[src/rtl/wb_arb_pkg.sv]
// Shared CPU writeback definitions.
// Holds the default data width, register count and register index width, plus the
// {rd, data} writeback entry carried by the ALU FIFO and the output register.
package wb_arb_pkg;

    localparam int unsigned D_WIDTH = 32;
    localparam int unsigned N_REGS  = 32;
    localparam int unsigned REG_L2  = $clog2(N_REGS);

    typedef struct packed {
        logic [REG_L2-1:0]  rd;
        logic [D_WIDTH-1:0] data;
    } wb_entry;

endpackage

[src/rtl/wb_fifo2.sv]
// Two-entry synchronous FIFO for buffered ALU writeback results.
// Ports:
//   clk, rst        clock, asynchronous active-high reset
//   push, din       write an entry (caller guarantees count < 2)
//   pop             drop the head entry (caller guarantees count > 0)
//   head            oldest entry, valid when count != 0
//   count           number of held entries, 0..2
// Push and pop in the same cycle leave count unchanged.
module wb_fifo2
    import wb_arb_pkg::*;
#(
    parameter type entry_t = wb_entry
) (
    input  logic       clk,
    input  logic       rst,
    input  logic       push,
    input  entry_t     din,
    input  logic       pop,
    output entry_t     head,
    output logic [1:0] count
);

    entry_t     mem_q [2];
    logic       wr_ptr_q;
    logic       rd_ptr_q;
    logic [1:0] count_q;
    logic [1:0] count_d;

    always_comb begin
        count_d = count_q;
        if (push && !pop) begin
            count_d = count_q + 2'd1;
        end else if (pop && !push) begin
            count_d = count_q - 2'd1;
        end
    end

    always_ff @(posedge clk or posedge rst) begin
        if (rst) begin
            mem_q[0] <= '0;
            mem_q[1] <= '0;
            wr_ptr_q <= 1'b0;
            rd_ptr_q <= 1'b0;
            count_q  <= 2'd0;
        end else begin
            if (push) begin
                mem_q[wr_ptr_q] <= din;
                wr_ptr_q        <= ~wr_ptr_q;
            end
            if (pop) begin
                rd_ptr_q <= ~rd_ptr_q;
            end
            count_q <= count_d;
        end
    end

    assign head  = mem_q[rd_ptr_q];
    assign count = count_q;

endmodule

[src/rtl/wb_arb.sv]
// Writeback arbiter in front of the register file's single write port.
// Load results win; ALU results bypass when nothing else is pending, otherwise queue
// in a 2-entry FIFO. A per-register scoreboard tracks outstanding loads.
// Ports:
//   clk, rst                       clock, asynchronous active-high reset
//   alu_valid/alu_ready/alu_rd/alu_data   ALU result handshake
//   ld_valid/ld_rd/ld_data         load result, always accepted
//   ld_issue/ld_issue_rd           load issue, marks the destination busy
//   we/w_addr/w_data               registered register-file write
//   sb_busy                        registered outstanding-load scoreboard
module wb_arb
    import wb_arb_pkg::*;
#(
    parameter int unsigned D_WIDTH = wb_arb_pkg::D_WIDTH,
    parameter int unsigned N_REGS  = wb_arb_pkg::N_REGS,
    parameter int unsigned REG_L2  = $clog2(N_REGS)
) (
    input  logic               clk,
    input  logic               rst,
    input  logic               alu_valid,
    output logic               alu_ready,
    input  logic [REG_L2-1:0]  alu_rd,
    input  logic [D_WIDTH-1:0] alu_data,
    input  logic               ld_valid,
    input  logic [REG_L2-1:0]  ld_rd,
    input  logic [D_WIDTH-1:0] ld_data,
    input  logic               ld_issue,
    input  logic [REG_L2-1:0]  ld_issue_rd,
    output logic               we,
    output logic [REG_L2-1:0]  w_addr,
    output logic [D_WIDTH-1:0] w_data,
    output logic [N_REGS-1:0]  sb_busy
);

    typedef struct packed {
        logic [REG_L2-1:0]  rd;
        logic [D_WIDTH-1:0] data;
    } entry_t;

    entry_t             fifo_head;
    entry_t             alu_entry;
    entry_t             sel;
    logic [1:0]         fifo_count;
    logic               fifo_push;
    logic               fifo_pop;
    logic               alu_accept;
    logic               sel_valid;
    logic               we_d;
    logic               we_q;
    logic [REG_L2-1:0]  w_addr_q;
    logic [D_WIDTH-1:0] w_data_q;
    logic [N_REGS-1:0]  sb_d;
    logic [N_REGS-1:0]  sb_q;

    // Depends on FIFO occupancy only, so the ALU never sees a load-dependent ready.
    assign alu_ready  = (fifo_count < 2'd2);
    assign alu_accept = alu_valid && alu_ready;
    assign alu_entry  = '{rd: alu_rd, data: alu_data};

    always_comb begin
        sel       = '0;
        sel_valid = 1'b0;
        fifo_pop  = 1'b0;
        fifo_push = 1'b0;
        if (ld_valid) begin
            sel       = '{rd: ld_rd, data: ld_data};
            sel_valid = 1'b1;
            fifo_push = alu_accept;
        end else if (fifo_count != 2'd0) begin
            sel       = fifo_head;
            sel_valid = 1'b1;
            fifo_pop  = 1'b1;
            fifo_push = alu_accept;
        end else if (alu_accept) begin
            sel       = alu_entry;
            sel_valid = 1'b1;
        end
    end

    // Writes to x0 are consumed but never reach the register file.
    assign we_d = sel_valid && (sel.rd != '0);

    always_comb begin
        sb_d = sb_q;
        if (ld_valid) begin
            sb_d[ld_rd] = 1'b0;
        end
        if (ld_issue && (ld_issue_rd != '0)) begin
            sb_d[ld_issue_rd] = 1'b1;
        end
        sb_d[0] = 1'b0;
    end

    wb_fifo2 #(
        .entry_t (entry_t)
    ) u_fifo (
        .clk   (clk),
        .rst   (rst),
        .push  (fifo_push),
        .din   (alu_entry),
        .pop   (fifo_pop),
        .head  (fifo_head),
        .count (fifo_count)
    );

    always_ff @(posedge clk or posedge rst) begin
        if (rst) begin
            we_q     <= 1'b0;
            w_addr_q <= '0;
            w_data_q <= '0;
            sb_q     <= '0;
        end else begin
            we_q <= we_d;
            if (we_d) begin
                w_addr_q <= sel.rd;
                w_data_q <= sel.data;
            end
            sb_q <= sb_d;
        end
    end

    assign we      = we_q;
    assign w_addr  = w_addr_q;
    assign w_data  = w_data_q;
    assign sb_busy = sb_q;

endmodule

[config.mk]
export PLATFORM = sky130hd
export DESIGN_NAME = wb_arb
export DESIGN_NICKNAME = d
export VERILOG_FILES = /design/src/rtl/wb_arb_pkg.sv /design/src/rtl/wb_fifo2.sv /design/src/rtl/wb_arb.sv
export SDC_FILE = /design/constraint.sdc
export NUM_CORES = 1
export LEC_CHECK = 0
export CORE_ASPECT_RATIO = 1.2
export CORE_MARGIN = 5
export CORE_UTILIZATION = 55
export DETAILED_ROUTE_END_ITERATION = 10
export GPL_ROUTABILITY_DRIVEN = 0
export HOLD_SLACK_MARGIN = 0.12
export PLACE_DENSITY = 0.86
export SLEW_MARGIN = 15
export SYNTH_ARGS = -nofsm -noshare
export SYNTH_HDL_FRONTEND = slang
export SYNTH_SLANG_ARGS = --single-unit
[constraint.sdc]
create_clock -name clk -period 13.1 [get_ports clk]
set_clock_uncertainty 0.05 [all_clocks]
set_input_delay 1.31 -clock clk [delete_from_list [all_inputs] [get_ports clk]]
set_output_delay 1.31 -clock clk [all_outputs]
set_load 0.01 [all_outputs]
======== Word level (Yosys, flattened, before mapping) ========
Cells that the tools add are included.
operators by class
  bitwise logic cells ..................... 7
  add/subtract/negate cells ............... 2
  reductions and logical operators ........ 14
  multiplexer cells ....................... 24
  $lt $le $gt $ge ......................... 8
operators with widths
  kind                   number
  $mux W37               7
  $bwmux W74             1
  $mux W32               2
  $demux W37 S1          1
  $and A32 B32 Y32       1
  $not A32 Y32           1
  $or A32 B32 Y32        1
  $lt A5 B6 Y1 const B   2
  $demux W1 S5           2
  $ge A5 B1 Y1 const B   2
  $reduce_bool A5 Y1     2
  $mux W1                9
  $logic_and A1 B1 Y1    8
  $ge A2 B2 Y1 const B   2
  $mux W2                2
  $not A1 Y2             2
  $reduce_bool A2 Y1     2
  $add A2 B1 Y2 const B  1
  $logic_not A1 Y1       2
  $lt A2 B1 Y1 const B   1
  $lt A2 B2 Y1 const B   1
  $not A1 Y1             2
  $sub A2 B1 Y2 const B  1
storage, ports and cells
  logic and storage cells ................. 66
  output and inout bits ................... 71
  flip-flop bits (word level) ............. 147
  input port bits ......................... 84

======== Longest topological paths before layout ========
Gate-level depths: netlist of the first run.
  depth after elaboration ................. 9
  depth in mapped cells ................... 7
  gate-level depth less buffers ........... 6

======== Hierarchy ========
From an unflattened synthesis of the first run, not the netlist that was laid out.
second synthesis, totals
  cells, all modules ...................... 596
  area, all modules ....................... 7280.7 um^2
by module, submodules not included
  module    times used  cells an instance  area an instance (um^2)  sequential area each (um^2)
  wb_arb    1           385                3756.1                   1726.7
  wb_fifo2  1           211                3524.6                   1951.9

======== Worst setup path before layout of the first run ========
OpenSTA, ideal clock, no wires.
  path type ............................... input port to flip-flop
  from .................................... in alu_valid
  to ...................................... reg w_data_q[0], in the netlist w_data[0]
  path slack .............................. 9.882 ns
  data arrival time ....................... 3.043 ns
  path buffers ............................ 2
  data required time ...................... 12.925 ns
  library setup time ...................... 0.125 ns
  stages .................................. 7
  cells stage by stage .................... buf_2 -> nor3b_1 -> a22oi_1 -> o311ai_2 -> nor4_4 -> buf_6 -> mux2_2
on the way
  cells in the longest elaborated chain, start to end .. 6
  elaborated cells on any way between the ends .. 9
  those cells by class .................... mux: 6; reduce/logical: 3
RTL lines
  element                  RTL line       RTL
  start, declared          wb_arb.sv:20   input logic alu_valid,
  $logic_and A1 B1 Y1 (*)  wb_arb.sv:57   assign alu_accept = alu_valid && alu_ready;
  $mux W37                 wb_arb.sv:74   end else if (alu_accept) begin
  $mux W37                 wb_arb.sv:69   end else if (fifo_count != 2'd0) begin
  $mux W37                 wb_arb.sv:65   if (ld_valid) begin
  $reduce_bool A5 Y1       wb_arb.sv:81   assign we_d = sel_valid && (sel.rd != '0);
  $logic_and A1 B1 Y1      wb_arb.sv:81
  end signal, assigned     wb_arb.sv:116  w_data_q <= sel.data;
  end, declared            wb_arb.sv:51   logic [D_WIDTH-1:0] w_data_q;
Every way passes the cells marked *; elsewhere a longest branch is shown, timed or not.
A chain may end at the register's enable or synchronous reset.

======== Worst setup path after layout of the first run ========
  from .................................... in alu_valid
  to ...................................... reg w_data_q[29], in the netlist w_data[29]
The elaborated chain is that of the path after synthesis.

==> results of run 1 <==
-- layer usage --
layer  vias up  global-route usage, %  part of all wire (%)
li1       2411                      -                     -
met1      2672                   28.6                    39
met2       194                   41.8                    54
met3        33                   4.80                   5.2
met4         0                   8.75                   1.8
met5         -                      0                     0
-- stage by stage --
stage               setup WS (ns)  total power, mW  cells  utilization, %  hold slack [ns]
floorplan                    7.79             1.26    589               -            0.413
global placement             8.83             1.52    876            68.3            0.420
detailed placement           8.70             1.57    876            68.3            0.419
CTS                          9.11             2.11    908            73.4            0.432
global route                 8.97             2.21    909            73.4            0.454
finish                       9.14             2.09    909            73.4            0.428
-- power groups by stage --
stage	clock network (mW)	registers (mW)	logic [mW]
2_1_floorplan	0	0.782	0.481
3_3_place_gp	0	0.770	0.752
3_5_place_dp	0	0.785	0.786
4_1_cts	0.528	0.781	0.798
5_1_grt	0.550	0.804	0.855
6_report	0.524	0.781	0.789
-- cells in the mapped netlist (2+ instances only) --
cell type / count / area (um^2)
a21o_1: 2 / 15.0
a21oi_1: 33 / 165
a22oi_1: 2 / 15.0
a311oi_1: 32 / 280
a31o_2: 2 / 17.5
buf_1: 10 / 37.5
buf_2: 5 / 25.0
buf_6: 4 / 45.0
clkbuf_1: 15 / 56.3
dfrtp_1: 147 / 3680
inv_1: 38 / 143
mux2_1: 2 / 22.5
mux2_2: 107 / 1200
mux2i_1: 38 / 380
nand2_1: 7 / 26.3
nand3_1: 4 / 20.0
nand3b_1: 9 / 67.6
nor2_1: 37 / 139
nor2b_1: 4 / 25.0
nor3b_1: 2 / 15.0
o21ai_0: 65 / 325
or3_1: 2 / 12.5
or3b_2: 4 / 35.0
xnor2_1: 3 / 26.3
xor2_1: 2 / 17.5
-- registers in the layout (all words and copies together) (netlist names) --
register	flops
sb_busy	31
u_fifo.wr_ptr_q	1
u_fifo.count	2
we	1
u_fifo.mem_q	74
u_fifo.rd_ptr_q	1
w_data	32
w_addr	5
-- logic make-up after synthesis --
group	count (synthesis)	share of synthesized area, %
and+or+nand+nor	74	5.64
AOI/OAI and AO/OA	140	12.4
DFF	147	53.2
other	1	0.0542
adders and majority gates	1	0.181
xor gates and xnor gates	5	0.633
buffers and inverters	74	4.61
muxes	147	23.2
-- how the worst max path moves through the flow --
stage                       end  slack, ns  cells after the start
CTS                  w_data[31]       9.11                      8
detailed placement    w_data[5]       8.70                      8
global placement      w_data[4]       8.83                      8
finish               w_data[29]       9.14                      8
global route          w_data[5]       8.97                      8
floorplan           sb_busy[10]       7.79                      1
-- area by class of cell --
class / count / area, um^2 / area share [%]
sequential: 147 / 3680 / 40.1
inverter: 38 / 148 / 1.61
multi-input combinational: 368 / 2930 / 31.9
clock buffer: 18 / 429 / 4.68
tap: 164 / 205 / 2.24
clock inverter: 14 / 211 / 2.30
timing repair buffer: 159 / 1570 / 17.1
antenna: 1 / 2.50 / 0.0273
==> results by group, run 1 <==
Final layout
  • Layout cells sized above 1: 21.2%
  • # nets final: roughly 820
  • Commonest non-fill, non-tap cell in the layout: clkdlybuf4s50_1
  • Area grow syn2layout: 32.7%
  • Fillers: between 800 and 900
  • Most frequent cells in the layout: clkdlybuf4s50_1, dfrtp_1, mux2_2
  • Final Instance Area: 0.00918 mm^2

Logic synthesis
  • Yosys warning total: 0
  • Yosys cell types: 38
  • Mapped Nets: 674
  • Sequential fraction of the synthesis area: 53.2%
  • Yosys reg bits: 147
  • Primary FF master, synth: dfrtp_1
  • Mapped Area: 0.00692 mm^2
  • Cells after Synth: 589
  • Post-synth ARST share: 100%
  • Synth Area per Inst: 11.7 um^2
  • Post-synth EDFFs: 0

GRT
  • Total congestion overflow: 0
  • Vias in the first global route: roughly 5700
  • Largest net degree at the start of global routing: between 70 and 80
  • First-pass GRT wire length: 28.5 mm
  • Antenna violations before repair: 1
  • All-layer global routing usage: 23.7%

Route
  • Antenna Nets Post-Route: 0
  • WL/cell: around 19 um
  • DR pass1 iterations: 5
  • Final wirelength: 17.3 mm
  • Vias per cell: 5.84
  • DRC: 0
  • Vias: 5310
  • Initial DRC Count: 286

Min path
  • Min-delay worst type: reg2reg
  • Hold EP: w_addr[3]
  • WHS Path Cells: 1
  • Hold Crit Start: w_addr[3]

Critical path
  • Crit path cell chain: clkdlybuf4s50_1 > buf_4 > nor3b_1 > a22oi_1 > o311ai_2 > nor4_4 > buf_4 > mux2_2
  • Reg-to-Reg End: w_data[29]
  • Crit path arrival time: ~4.2 ns
  • Worst Path Required: 13.34 ns
  • Top cell by count, worst path: buf_4
  • Worst reg2reg setup slack: 9.34 ns
  • Critical path fanouts, max: 37
  • Worst path max stage delay: 0.69 ns
  • Critical path's top delay family: buffers and inverters
  • CP bufs+invs: 3
  • Worst Setup Start Kind: primary input
  • Crit end category: register
  • Reg2Reg Depth: 7
  • Crit. Startpoint: alu_valid
  • CP max-delay cell: nor4_4
  • Critical path type: in2reg
  • FF-to-FF Start: u_fifo.count[0]

Power and ir drop
  • P_int: 1.43 mW
  • Sequential Power Share: 37.3%
  • Switch share: 31.5%
  • P_leak: 3.89 nW
  • Combinational Power Share: 37.7%
  • Net Sw Power: between 0.6 and 0.7 mW
  • Clock power frac: 25.0%
  • Power per cell area: 228 mW/mm^2
  • Maximum VDD drop: ~0.12 mV

Die
  • Die W: 112 um
  • Die Height: 133 um
  • Initial Utilization: 55.3%
  • Top Ports: approximately 160
  • Core Region: 0.0125 mm^2
  • Die area: between 0.01 and 0.015 mm^2
  • Cell Rows: 45

STA
  • Setup TNS: 0 ns
  • Min Clock Period, post-route: 3.96 ns
  • Final setup viols: 0
  • Worst-margin pin slew: 1.12 ns
  • Endpoints failing hold: 0
  • RSZ-0062 raised after global routing: no
  • Max-slew violation count: 0
  • FMAX: between 200 and 300 MHz
  • Fin crit share: 30.2%
  • Relative slew slack: 25.0%

CTS
  • Clock Pin Slew Worst Setup and Hold Paths: 0.06 ns
  • Post-CTS sizing: 0
  • Root Buffer: clkbuf_16
  • Total CTS buffers: 17
  • CTS max path bufs: 2
  • Clock Latency Late Sink: 0.41 ns
  • H-tree depth: 4
  • Post-CTS Setup Inserts: 0
  • CTS Sinks: 147
  • CTS tree: done
  • Hold Buf Count CTS: 0

Run
  • Number of max-cap violations: 0

Placement
  • # port buffers: 153
  • DP HPWL: 11.4 mm
  • Placed Area: 0.00853 mm^2

Run status
  • Outcome: finished clean
No activity file was read; power rests on OpenSTA's default activity.
==> run 2, diff against run 1 <==
--- a/config.mk
+++ b/config.mk
@@ -7,11 +7,11 @@
 export LEC_CHECK = 0
 export CORE_ASPECT_RATIO = 1.2
 export CORE_MARGIN = 5
-export CORE_UTILIZATION = 55
+export CORE_UTILIZATION = 51
 export DETAILED_ROUTE_END_ITERATION = 10
 export GPL_ROUTABILITY_DRIVEN = 0
 export HOLD_SLACK_MARGIN = 0.12
-export PLACE_DENSITY = 0.86
+export PLACE_DENSITY = 0.81
 export SLEW_MARGIN = 15
 export SYNTH_ARGS = -nofsm -noshare
 export SYNTH_HDL_FRONTEND = slang
==> constraint.sdc (replaced) <==
create_clock -name clk -period 4 [get_ports clk]
set_clock_uncertainty 0.05 [all_clocks]
set_input_delay 0.4 -clock clk [delete_from_list [all_inputs] [get_ports clk]]
set_output_delay 0.4 -clock clk [all_outputs]
set_load 0.01 [all_outputs]
==> results by group, run 2 (synthesis gave the netlist of run 1 again) <==
GRT
  • Top Usage Layer GRT: met2
  • GR Layer Usage met3: 3.95% (-0.85 points)
  • Total congestion overflow: 0 (unchanged)
  • All-layer global routing usage: 22.5% (-1.2 points)
  • First-pass GRT wire length: 28.4 mm (-0.61%)
  • Met2 Use GR: 41.3% (-0.53 points)
  • Largest net degree at the start of global routing: 49 (-36%)
  • Vias in the first global route: 5725 (+0.77%)
  • Antenna violations before repair: 1 (unchanged)
  • Met1 Use GR: 26.1% (-2.5 points)

Die
  • Initial Utilization: 52.2% (-3.1 points)
  • Die W: 116 um (+3.5%)
  • Cell Rows: 46 (+2.2%)
  • Top Ports: 155 (unchanged)
  • Die area: 0.0160 mm^2 (+7.2%)
  • Core Region: 0.0132 mm^2 (+5.9%)
  • Die Height: 138 um (+3.6%)

Final layout
  • # nets final: 822 (+0.74%)
  • Most flops, register: u_fifo.mem_q
  • Most frequent cells in the layout: clkdlybuf4s50_1, dfrtp_1, mux2_2
  • Layout cells sized above 1: 21.6% (+0.36 points)
  • Area grow syn2layout: 34.1%
  • Max FFs per register: 74 (unchanged)
  • Commonest non-fill, non-tap cell in the layout: clkdlybuf4s50_1

CTS
  • CTS Sinks: 147 (unchanged)
  • Hold Buf Count CTS: 0 (unchanged)
  • H-tree depth: 4 (unchanged)
  • Total CTS buffers: 17 (unchanged)
  • Root Buffer: clkbuf_16
  • CTS max path bufs: 2 (unchanged)
  • Post-CTS sizing: 0 (unchanged)
  • CTS tree: done
  • Post-CTS Setup Inserts: 0 (unchanged)
  • Clock Latency Late Sink: 0.41 ns (about the same)
  • Clock Pin Slew Worst Setup and Hold Paths: 0.06 ns (about the same)

Critical path
  • Critical path type: reg2reg
  • Crit path cell chain: buf_4 > nor3_1 > o311ai_2 > nor4_4 > buf_4 > mux2_1
  • Worst reg2reg setup slack: 0.97 ns (-8.37 ns)
  • Worst Path Required: 4.24 ns (-9.10 ns)
  • Worst Setup Start Kind: register
  • Crit end category: register
  • CP max-delay cell: nor4_4
  • Critical path fanouts, max: 21 (-43%)
  • Top cell by count, worst path: buf_4
  • Crit path arrival time: 3.26 ns (-0.94 ns)
  • Worst path max stage delay: 0.75 ns (+0.06 ns)

STA
  • Max-slew violation count: 0 (unchanged)
  • Fin crit share: 75.6%
  • Final hold slack: 0.445 ns (+0.0163 ns)
  • Final setup viols: 0 (unchanged)
  • Min Clock Period, post-route: 3.03 ns
  • Relative slew slack: 36.4% (+11 points)
  • Worst-margin pin slew: 0.950 ns (-0.173 ns)
  • Setup TNS: 0 ns (unchanged)
  • RSZ-0062 raised after global routing: no
  • FMAX: 331 MHz
  • Endpoints failing hold: 0 (unchanged)

Route
  • Vias per cell: 5.70 (-2.4%)
  • Final wirelength: 17.4 mm (+0.17%)
  • Antenna Nets Post-Route: 0 (unchanged)
  • DR pass1 iterations: 5 (unchanged)
  • WL/cell: 18.9 um (-0.92%)
  • Initial DRC Count: 345 (+21%)
  • Vias: 5240 (-1.3%)
  • DRC: 0 (unchanged)

Placement
  • # port buffers: 153 (unchanged)
  • DP HPWL: 12.2 mm (+6.5%)

Power and ir drop
  • P_leak: 3.95 nW (+1.4%)
  • Power per cell area: 745 mW/mm^2 (+230%)
  • Maximum VDD drop: 0.349 mV (+180%)

Min path
  • Min-delay worst type: reg2reg

Run
  • Number of max-cap violations: 0 (unchanged)

Run status
  • Outcome: finished clean
[run 2: final timing paths]
kind,startpoint,to,cells past startpoint
setup / recovery,u_fifo.rd_ptr_q,w_data[15],6
hold / removal,w_addr[1],w_addr[1],1
setup reg to reg,u_fifo.rd_ptr_q,w_data[15],6
hold reg to reg,w_addr[1],w_addr[1],1
max in group asynchronous,rst,sb_busy[28],3
min in group asynchronous,rst,w_data[4],2
[run 2: routing by layer]
metal  share of wire [%]  routed length, um
met3                 5.0                862
met4                 2.2                386
met1                  39               6750
met2                  54               9360
met5                   0                  0
[run 2: cell type report]
cell class | count | area, um^2
fill | 991 | 3970
tap | 168 | 210
antenna | 1 | 2.50
timing repair buffer | 165 | 1640
clock buffer | 24 | 492
inverter | 38 | 146
sequential | 147 | 3680
multi-input combinational | 368 | 2930
clock inverter | 8 | 171
[run 2: through the flow]
stage               power (mW)  worst slack [ns]  util (%)  instances  instance area [um^2]
detailed placement        5.17             0.721      65.0        886                  8610
global route              7.33             0.778      70.0        919                  9270
floorplan                 4.14              1.69         -        589                  6920
global placement          5.02             0.803      65.0        886                  8610
finish                    6.91             0.975      70.0        919                  9270
CTS                       6.96             0.937      70.0        918                  9270
[run 2: worst max-delay path: cells and delay by family (launching register included)]
| kind | cells | cell delay, ns |
|---|---|---|
| simple gates | 2 | 1.01 |
| buf+inv | 2 | 0.67 |
| flops | 1 | 0.63 |
| mux | 1 | 0.34 |
| compound gates | 1 | 0.19 |
[run 2: power breakdown]
| part | internal [mW] | switching (mW) | total [mW] |
|---|---|---|---|
| clock network | 1.17 | 0.592 | 1.77 |
| logic | 1.46 | 1.11 | 2.57 |
| registers | 2.15 | 0.422 | 2.57 |
| total | 4.78 | 2.13 | 6.91 |
